==> config.mk <==
export PLATFORM = sky130hd
export DESIGN_NAME = jpeg_pixel_writer_flat
export DESIGN_NICKNAME = d
export VERILOG_FILES = /design/src/rtl/jpeg_pixel_writer_if.sv /design/src/rtl/jpeg_pixel_writer.sv /design/src/flat_wrapper.sv
export SDC_FILE = /design/constraint.sdc
export NUM_CORES = 2
export LEC_CHECK = 0
export ABC_AREA = 1
export BUFFER_PORTS_ARGS = -buffer_cell sky130_fd_sc_hd__buf_2
export CAP_MARGIN = 0
export CORE_AREA = 3 3 304 306
export DETAILED_ROUTE_END_ITERATION = 8
export DIE_AREA = 0 0 307 309
export GPL_TIMING_DRIVEN = 0
export PLACE_DENSITY_LB_ADDON = 0.1
export SYNTH_ARGS = -nofsm -noshare
export SYNTH_HDL_FRONTEND = slang
export SYNTH_SLANG_ARGS = --single-unit
export TNS_END_PERCENT = 1
==> constraint.sdc <==
create_clock -name clk_i -period 7 [get_ports clk_i]
set_clock_uncertainty 0.1 [all_clocks]
set_input_delay 0 -clock clk_i [delete_from_list [all_inputs] [get_ports clk_i]]
set_output_delay 0 -clock clk_i [all_outputs]
set_load 0.05 [all_outputs]
==> src/rtl/jpeg_pixel_writer_if.sv <==
// Pixel stream and memory-write bus for jpeg_pixel_writer.
// slave  : the writer (consumes pixels, issues memory writes)
// master : the surroundings (decoder pixel port plus memory write port)
interface jpeg_pixel_writer_if;
   logic        v;
   logic [15:0] pixel_x;
   logic [15:0] pixel_y;
   logic [7:0]  pixel_r;
   logic [7:0]  pixel_g;
   logic [7:0]  pixel_b;
   logic        yumi;
   logic        wr_v;
   logic [31:0] wr_addr;
   logic [31:0] wr_data;
   logic        wr_ready;

   modport slave (
      input  v, pixel_x, pixel_y, pixel_r, pixel_g, pixel_b, wr_ready,
      output yumi, wr_v, wr_addr, wr_data
   );

   modport master (
      output v, pixel_x, pixel_y, pixel_r, pixel_g, pixel_b, wr_ready,
      input  yumi, wr_v, wr_addr, wr_data
   );
endinterface

==> src/rtl/jpeg_pixel_writer.sv <==
// Decoder pixel stream -> linear framebuffer writes.
// In-bounds pixels become one memory write each through a small FIFO;
// MCU padding pixels outside width x height are counted and dropped.
// Build option JPEG_PIXEL_WRITER_RGB565_EN: 16-bit RGB565 pixels at 2 bytes
// per pixel instead of XRGB8888 at 4 bytes per pixel.
//
// state  | meaning
// IDLE   | no frame armed; pixels are not consumed
// ACTIVE | frame armed; accepting pixels until written count reaches target
module jpeg_pixel_writer #(
   parameter int FIFO_DEPTH  = 4,
   parameter int FIFO_ADDR_W = 2
) (
   input  logic                  clk_i,
   input  logic                  rst_ni,
   input  logic                  frame_start_i,
   input  logic [31:0]           cfg_base_i,
   input  logic [15:0]           cfg_stride_i,
   input  logic [15:0]           img_width_i,
   input  logic [15:0]           img_height_i,
   jpeg_pixel_writer_if.slave    bus,
   output logic                  busy_o,
   output logic                  frame_done_o,
   output logic [15:0]           drop_count_o
);

   typedef enum logic {IDLE, ACTIVE} state_e;

   localparam logic [FIFO_ADDR_W:0]   FULL_CNT = (FIFO_ADDR_W + 1)'(FIFO_DEPTH);
   localparam logic [FIFO_ADDR_W:0]   CNT_ONE  = (FIFO_ADDR_W + 1)'(1);
   localparam logic [FIFO_ADDR_W-1:0] PTR_ONE  = FIFO_ADDR_W'(1);

   state_e                 state_q;
   logic [31:0]            base_q;
   logic [15:0]            stride_q;
   logic [15:0]            width_q;
   logic [15:0]            height_q;
   logic [31:0]            target_q;
   logic [31:0]            written_q;
   logic [15:0]            drop_q;
   logic                   done_q;
   logic [FIFO_ADDR_W-1:0] wr_ptr_q;
   logic [FIFO_ADDR_W-1:0] rd_ptr_q;
   logic [FIFO_ADDR_W:0]   count_q;
   logic [31:0]            addr_mem_q [FIFO_DEPTH];
   logic [31:0]            data_mem_q [FIFO_DEPTH];

   logic        fifo_empty;
   logic        fifo_full;
   logic        accept;
   logic        in_bounds;
   logic        push;
   logic        pop;
   logic [31:0] target_d;
   logic [31:0] lin_idx;
   logic [31:0] pix_addr;
   logic [31:0] pix_data;

   assign fifo_empty = (count_q == '0);
   assign fifo_full  = (count_q == FULL_CNT);
   // A full FIFO refuses the pixel even if the head pops this cycle.
   assign accept     = bus.v && (state_q == ACTIVE) && !fifo_full;
   assign in_bounds  = (bus.pixel_x < width_q) && (bus.pixel_y < height_q);
   assign push       = accept && in_bounds && !frame_start_i;
   assign pop        = !fifo_empty && bus.wr_ready;
   assign target_d   = 32'(img_width_i) * 32'(img_height_i);
   assign lin_idx    = 32'(bus.pixel_y) * 32'(stride_q) + 32'(bus.pixel_x);

`ifdef JPEG_PIXEL_WRITER_RGB565_EN
   logic unused_lsbs;
   assign unused_lsbs = ^{bus.pixel_r[2:0], bus.pixel_g[1:0], bus.pixel_b[2:0]};
   assign pix_addr = base_q + (lin_idx << 1);
   assign pix_data = {16'h0000, bus.pixel_r[7:3], bus.pixel_g[7:2], bus.pixel_b[7:3]};
`else
   assign pix_addr = base_q + (lin_idx << 2);
   assign pix_data = {8'h00, bus.pixel_r, bus.pixel_g, bus.pixel_b};
`endif

   assign bus.yumi     = accept;
   assign bus.wr_v     = !fifo_empty;
   // Head is forced to zero when empty so stale storage never shows on the bus.
   assign bus.wr_addr  = fifo_empty ? '0 : addr_mem_q[rd_ptr_q];
   assign bus.wr_data  = fifo_empty ? '0 : data_mem_q[rd_ptr_q];
   assign busy_o       = (state_q == ACTIVE);
   assign frame_done_o = done_q;
   assign drop_count_o = drop_q;

   // Frame FSM, FIFO pointers and counters; frame_start overrides push/pop.
   always_ff @(posedge clk_i) begin
      if (!rst_ni) begin
         state_q   <= IDLE;
         base_q    <= '0;
         stride_q  <= '0;
         width_q   <= '0;
         height_q  <= '0;
         target_q  <= '0;
         written_q <= '0;
         drop_q    <= '0;
         done_q    <= 1'b0;
         wr_ptr_q  <= '0;
         rd_ptr_q  <= '0;
         count_q   <= '0;
      end else if (frame_start_i) begin
         state_q   <= ACTIVE;
         base_q    <= cfg_base_i;
         stride_q  <= cfg_stride_i;
         width_q   <= img_width_i;
         height_q  <= img_height_i;
         target_q  <= target_d;
         written_q <= '0;
         drop_q    <= '0;
         // An empty frame completes immediately: pulse in the next cycle.
         done_q    <= (target_d == '0);
         wr_ptr_q  <= '0;
         rd_ptr_q  <= '0;
         count_q   <= '0;
      end else begin
         done_q <= 1'b0;
         if (push) begin
            wr_ptr_q <= wr_ptr_q + PTR_ONE;
         end
         if (pop) begin
            rd_ptr_q  <= rd_ptr_q + PTR_ONE;
            written_q <= written_q + 32'd1;
         end
         if (push && !pop) begin
            count_q <= count_q + CNT_ONE;
         end else if (pop && !push) begin
            count_q <= count_q - CNT_ONE;
         end
         if (accept && !in_bounds && (drop_q != 16'hFFFF)) begin
            drop_q <= drop_q + 16'd1;
         end
         if (state_q == ACTIVE) begin
            if (target_q == '0) begin
               state_q <= IDLE;
            end else if (pop && ((written_q + 32'd1) == target_q)) begin
               state_q <= IDLE;
               done_q  <= 1'b1;
            end
         end
      end
   end

   // FIFO storage; contents need no reset because count_q gates visibility.
   always_ff @(posedge clk_i) begin
      if (rst_ni && push) begin
         addr_mem_q[wr_ptr_q] <= pix_addr;
         data_mem_q[wr_ptr_q] <= pix_data;
      end
   end

endmodule
==> src/flat_wrapper.sv <==
// flat-port wrapper written by rule: the top's interface ports become plain ports
module jpeg_pixel_writer_flat 
#(
   parameter int FIFO_DEPTH  = 4,
   parameter int FIFO_ADDR_W = 2
)
  (clk_i, rst_ni, frame_start_i, cfg_base_i, cfg_stride_i, img_width_i, img_height_i, busy_o, frame_done_o, drop_count_o, bus_v, bus_pixel_x, bus_pixel_y, bus_pixel_r, bus_pixel_g, bus_pixel_b, bus_wr_ready, bus_yumi, bus_wr_v, bus_wr_addr, bus_wr_data);
  jpeg_pixel_writer_if bus_i ();
  input  logic clk_i;
  input  logic rst_ni;
  input  logic frame_start_i;
  input  logic [31:0] cfg_base_i;
  input  logic [15:0] cfg_stride_i;
  input  logic [15:0] img_width_i;
  input  logic [15:0] img_height_i;
  output logic busy_o;
  output logic frame_done_o;
  output logic [15:0] drop_count_o;
  input wire logic [$bits(bus_i.v)-1:0] bus_v;
  input wire logic [$bits(bus_i.pixel_x)-1:0] bus_pixel_x;
  input wire logic [$bits(bus_i.pixel_y)-1:0] bus_pixel_y;
  input wire logic [$bits(bus_i.pixel_r)-1:0] bus_pixel_r;
  input wire logic [$bits(bus_i.pixel_g)-1:0] bus_pixel_g;
  input wire logic [$bits(bus_i.pixel_b)-1:0] bus_pixel_b;
  input wire logic [$bits(bus_i.wr_ready)-1:0] bus_wr_ready;
  output wire logic [$bits(bus_i.yumi)-1:0] bus_yumi;
  output wire logic [$bits(bus_i.wr_v)-1:0] bus_wr_v;
  output wire logic [$bits(bus_i.wr_addr)-1:0] bus_wr_addr;
  output wire logic [$bits(bus_i.wr_data)-1:0] bus_wr_data;
  assign bus_i.v = bus_v;
  assign bus_i.pixel_x = bus_pixel_x;
  assign bus_i.pixel_y = bus_pixel_y;
  assign bus_i.pixel_r = bus_pixel_r;
  assign bus_i.pixel_g = bus_pixel_g;
  assign bus_i.pixel_b = bus_pixel_b;
  assign bus_i.wr_ready = bus_wr_ready;
  assign bus_yumi = bus_i.yumi;
  assign bus_wr_v = bus_i.wr_v;
  assign bus_wr_addr = bus_i.wr_addr;
  assign bus_wr_data = bus_i.wr_data;
  jpeg_pixel_writer #(.FIFO_DEPTH(FIFO_DEPTH), .FIFO_ADDR_W(FIFO_ADDR_W)) u_core (.clk_i(clk_i), .rst_ni(rst_ni), .frame_start_i(frame_start_i), .cfg_base_i(cfg_base_i), .cfg_stride_i(cfg_stride_i), .img_width_i(img_width_i), .img_height_i(img_height_i), .bus(bus_i), .busy_o(busy_o), .frame_done_o(frame_done_o), .drop_count_o(drop_count_o));
endmodule
# Yosys cells after proc, flatten, opt, wreduce, memory -nomap -nowiden
# Memories as Yosys holds them, arrays and structs flattened. A register that Yosys moved wholly into a read port is not among the register bits.
# Index checks and enable logic that the tools add are counted.
[word_totals]
register_bits = 169
ramBits = 224
inputBits = 141
out_inout_bits = 84
word_cells = 71
memories = 2
[mem_list]
columns = ["memory", "words", "word_bits", "rd", "rd_ports_with_merged_regs", "wr", "line", "rtl"]
rows = [
  ["u_core.addr_mem_q", 4, 32, 1, 1, 1, "jpeg_pixel_writer.sv:45", "logic [31:0] addr_mem_q [FIFO_DEPTH];"],
  ["u_core.data_mem_q", 4, 24, 1, 1, 1, "jpeg_pixel_writer.sv:46", "logic [31:0] data_mem_q [FIFO_DEPTH];"],
]
[classes]
add_sub_neg = 8
n_mul = 2
order_cmp = 2
eq_ne = 3
n_mux = 18
bitwise_logic = 1
reduce_logical = 23
[op_table]
columns = ["op", "n"]
rows = [
  ["$logic_not A32 Y1", 2],
  ["$mux W32", 2],
  ["$add A32 B1 Y32 const B", 1],
  ["$add A32 B32 Y32", 1],
  ["$eq A32 B32 Y1", 1],
  ["$lt A16 B16 Y1", 2],
  ["$mul A16 B16 Y32", 1],
  ["$add A30 B16 Y30", 1],
  ["$mul A16 B16 Y30", 1],
  ["$add A16 B1 Y16 const B", 1],
  ["$ne A16 B16 Y1 const B", 1],
  ["$logic_and A1 B1 Y1", 12],
  ["$mux W1", 10],
  ["$mux W2", 4],
  ["$logic_not A1 Y1", 6],
  ["$mux W3", 2],
  ["$add A2 B1 Y2 const B", 2],
  ["$add A3 B1 Y3 const B", 1],
  ["$eq A3 B3 Y1 const B", 1],
  ["$logic_not A3 Y1", 1],
  ["$sub A3 B1 Y3 const B", 1],
  ["$reduce_bool A2 Y1", 1],
  ["$reduce_or A2 Y1", 1],
  ["$not A1 Y1", 1],
]

# Depth between registers and ports, before layout
[logic_depth]
depth_word = 9
mapped_depth = 38
depth_no_buf = 36

# Worst setup path after synthesis
# Ideal clock, no wire load.
[synth_timing]
path_kind = "register to register"
start = "reg u_core.stride_q[7]"
end = "mem u_core.addr_mem_q[0][31] (data pin)"
setup_ps = 260
arrival_ps = 6668
required_ps = 6640
path_slack_ps = -28
path_stages_with_launch = 33
synth_period_minus_slack_ps = 7028
path_cell_list = "dfxtp_1 clkbuf_1 clkbuf_1 nand2_1 fa_1 inv_1 fa_1 inv_1 fa_1 inv_1 fa_1 fa_1 inv_1 fa_1 inv_1 ha_1 a21oi_1 a21boi_0 nand2_1 a31oi_1 o31ai_1 xor2_1 ha_1 nand2_1 nor2_1 inv_1 nor2_1 nand3_1 o211ai_1 nand2_1 nand3_1 and2_1 nor2_1"
[synth_via]
elab_chain_len = 3
[synth_rtl]
columns = ["item", "line", "rtl"]
rows = [
  ["from (decl)", "jpeg_pixel_writer.sv:35", "logic [15:0] stride_q;"],
  ["from (signal assigned)", "jpeg_pixel_writer.sv:106", "stride_q <= cfg_stride_i;"],
  ["$mul A16 B16 Y30", "jpeg_pixel_writer.sv:67", "assign lin_idx = 32'(bus.pixel_y) * 32'(stride_q) + 32'(bus.pixel_x);"],
  ["$add A30 B16 Y30", "jpeg_pixel_writer.sv:67", ""],
  ["$add A32 B32 Y32", "jpeg_pixel_writer.sv:75", "assign pix_addr = base_q + (lin_idx << 2);"],
  ["via u_core.pix_addr[31]", "jpeg_pixel_writer.sv:56", "logic [31:0] pix_addr;"],
  ["to (decl)", "jpeg_pixel_writer.sv:45", ""],
]
# The timed path passes the listed nets, and every way through them passes these cells.

# Worst setup path in the final report
[layout_timing]
start = "reg u_core.stride_q[6]"
end = "mem u_core.addr_mem_q[2][31] (data pin)"
# The elaborated chain is that of the path after synthesis.

==> qor.json <==
{
  "outcome": {"value": "finished with violations"},
  "failed_checks": {"value": "negative setup slack"},
  "synthesis.instances": {"value": 4531},
  "combinational_family_with_the_most_area_after_synthesis": {"value": "adder cells"},
  "period_minus_slack": {"value": 7.00, "unit": "ns"},
  "synth.distinct_cells": {"value": 58},
  "p_per_area": {"value": 411, "unit": "nW/µm²"},
  "effective_utilization_at_floorplan": {"value": 0.409},
  "timing.final.ws_setup": {"value": -0.00103, "unit": "ns"},
  "synth.yosys.seq_area_share": {"value": 0.276},
  "vias_per_cell": {"value": 4.88},
  "slew_violations": {"value": 0},
  "drive_gt1_frac": {"value": 0.0926},
  "ioPinCount": {"value": 225},
  "clock_sinks": {"value": 395},
  "drc": {"value": 0},
  "slew_headroom": {"value": 0.260},
  "worst-endpoint-arrival": {"value": 7.32, "unit": "ns"},
  "grt_first_pass_wirelength": {"value": 175000, "unit": "µm"},
  "ys.warnings.count": {"value": 0},
  "number_of_flops_mapped_to_enable_cells_by_yosys": {"value": 224},
  "synthMuxAreaShare": {"value": 0},
  "yosys.area_share.adder": {"value": 0.312},
  "stage_delay_of_the_slowest_cell_on_the_critical_path": {"value": 0.50, "unit": "ns"},
  "dr_total_vias": {"value": 29900},
  "post_route_ant_nets": {"value": 0},
  "cellLeakagePower": {"value": 21.4, "unit": "nW"},
  "io_buffer_count": {"value": 182},
  "routed_wire_length_per_instance": {"value": 18.4, "unit": "µm"},
  "synthArstFlopShare": {"value": 0},
  "drt-pass1-iter-count": {"value": 7},
  "clock_tree.buffer_depth": {"value": 3},
  "maxCapViolations": {"value": 0},
  "fp.dieW": {"value": 307, "unit": "µm"},
  "critical-path-top-cell-by-count": {"value": "sky130_fd_sc_hd__inv_1"},
  "synth_area_in_xor_xnor": {"value": 0.0226},
  "synth_compound_area_frac": {"value": 0.0878},
  "layout_worst_path_cycle_share": {"value": 1.00},
  "grt_antenna_before_repair": {"value": 10},
  "nets": {"value": 5722},
  "floorplan.rows": {"value": 110},
  "worst_path_required": {"value": 7.32, "unit": "ns"},
  "max_freq": {"value": 143, "unit": "MHz"},
  "min_path_type": {"value": "input pin to register"},
  "grt_max_degree": {"value": 29},
  "clockRootBuffer": {"value": "sky130_fd_sc_hd__clkbuf_16"},
  "dpl.hpwl": {"value": 90100, "unit": "µm"},
  "tritoncts": {"value": "built"},
  "rsz0062_at_grt": {"value": "true"},
  "first_global_vias": {"value": 30400},
  "die_h": {"value": 309, "unit": "µm"},
  "finalSetupViolCount": {"value": 4},
  "crit_path_start_kind": {"value": "register"},
  "cts_made_buffers": {"value": 48},
  "iter_0_drt_violations": {"value": 1748},
  "worst_setup_hold_path_clk_slew": {"value": 0.06, "unit": "ns"},
  "finalWeightedCongestion": {"value": 0.896},
  "area.growth.synth_to_final": {"value": 17.1, "unit": "%"},
  "cts_htree_levels": {"value": 2},
  "grt.total_usage": {"value": 0.238},
  "synth_flop_cell": {"value": "sky130_fd_sc_hd__edfxtp_1"},
  "finalPower": {"value": 17.7, "unit": "mW"},
  "syn_avg_cell_area": {"value": 8.10, "unit": "µm²"},
  "vdd.ir_drop.worst": {"value": 0.469, "unit": "mV"},
  "synth_top_area_cell": {"value": "sky130_fd_sc_hd__fa_1"},
  "place_ws": {"value": -1.79, "unit": "ns"},
  "worst_path_max_delay_cell": {"value": "sky130_fd_sc_hd__fa_1"},
  "dieArea": {"value": 94900, "unit": "µm²"},
  "gr-total-overflow": {"value": 0},
  "synth-seq-cells": {"value": 395},
  "crit_type": {"value": "register to register"},
  "endpoint_kind": {"value": "register"},
  "synth_largest_type_area_fraction": {"value": 0.221},
  "routed_wl": {"value": 113000, "unit": "µm"},
  "path_max_fanout": {"value": 10},
  "synth_area_leaders": {"value": "sky130_fd_sc_hd__fa_1 (22%), sky130_fd_sc_hd__edfxtp_1 (18%), sky130_fd_sc_hd__inv_1 (10%)"},
  "syn_area": {"value": 36700, "unit": "µm²"},
  "synth_simple_gate_area_share": {"value": 0.174},
  "insertion_delay": {"value": 0.61, "unit": "ns"},
  "floorplan.core_area": {"value": 89900, "unit": "µm²"},
  "final_hold_viol_count": {"value": 0},
  "worst_pin_slew": {"value": 1.11, "unit": "ns"}
}
[what timing repair did]
action	CTS	global route
hold endpoints to repair	196	0
endpoints found under the setup margin	68	53
resized for setup	135	47
buffers inserted	30	3
gates cloned	0	0
pin swaps	35	16
hold buffers	111	0
[cell families after synthesis]
group	after synthesis
other	1
AND/OR/NAND/NOR	1571
flip-flops	395
adder cells (fa/ha/maj)	674
AO/OA/AOI/OAI	569
XOR/XNOR	93
buffers and inverters	1228
[critical path, delay by kind of cell (launching register included)]
family / cells / cell delay [ns]
XOR/XNOR: 1 / 0.11
buffers and inverters: 11 / 0.91
AO/OA/AOI/OAI: 7 / 1.01
flip-flops: 1 / 0.39
adder cells (fa/ha/maj): 8 / 3.44
AND/OR/NAND/NOR: 10 / 0.83
[stage by stage]
stage	std cells	hold WS, ns	instance area, µm²	TNS [ns]	util
final	6123	0.0455	43000	-0.00297	0.478
after global routing	6121	0.0247	43000	-8.99	0.478
after CTS	6117	0.00863	42800	-0.0267	0.476
after detailed placement	5904	0.122	39300	-51.73	0.438
after global placement	5896	0.118	39100	-246.07	0.435
after floorplan	4538	-0.00113	36700	0	-
[layout make-up]
type	count	area, µm²
Timing Repair Buffer	334	2460
Clock buffer	67	1320
Multi-Input combinational cell	2915	22400
Clock inverter	20	332
Fill cell	9100	46900
Buffer	204	1000
Sequential cell	395	10200
Inverter	1009	3790
Antenna cell	3	7.51
Tap cell	1176	1470
[synthesized netlist by cell type, drive strengths merged (11+ instances only)]
cell	instances
o22ai	17
ha	269
clkbuf	189
dfxtp	171
inv	1006
nor4	11
buf	30
fa	405
nand3b	11
xor2	57
xnor2	35
a21oi	203
o21ai	240
nand3	108
nor2	384
nand2	990
nor3	18
nand4	39
edfxtp	224
a22o	47
a31oi	12
[where the power goes]
group	switching [mW]	internal [mW]	leakage (nW)
logic	7.60	4.28	17.2
registers	0.0741	3.11	3.43
clock network	1.06	1.55	0.794
total	8.73	8.95	21.4
[layout by cell type, fill, tap and decap left out, drive strengths merged, types with 47 or more instances in the layout]
cell / instances
nand3: 108
nor2: 384
a21oi: 203
xor2: 57
buf: 254
dlygate4sd3: 111
nand2: 990
ha: 269
inv: 1006
fa: 405
dfxtp: 171
clkbuf: 240
edfxtp: 224
o21ai: 240
a22o: 47
[flip-flops by register name, summed over array words and instances (netlist names), named ones only]
signal / count
u_core.height_q: 16
u_core.stride_q: 16
u_core.count_q: 3
u_core.drop_count_o: 16
u_core.base_q: 32
u_core.rd_ptr_q: 2
u_core.target_q: 32
u_core.written_q: 32
u_core.width_q: 16
u_core.addr_mem_q: 128
u_core.frame_done_o: 1
u_core.wr_ptr_q: 2
u_core.data_mem_q: 96
u_core.busy_o: 1
[per-layer routing]
metal,track usage,vias to the layer above,part of all wire
met5,0,-,0.00027
met4,0.0773,6,0.034
met3,0.0261,175,0.043
met2,0.430,649,0.50
met1,0.299,14400,0.43
li1,-,14700,-
[path summary, 6_finish.rpt]
check	startpoint	to	slack, ns	depth (start not counted)
setup / recovery	u_core.stride_q[6]	u_core.addr_mem_q[2][31]	-0.001	37
hold / removal	bus_pixel_g[1]	u_core.data_mem_q[3][9]	0.05	2
setup reg to reg	u_core.stride_q[6]	u_core.addr_mem_q[2][31]	-0.001	37
hold reg to reg	u_core.height_q[14]	u_core.height_q[14]	0.38	2
Power figures use the tool's default switching activity.
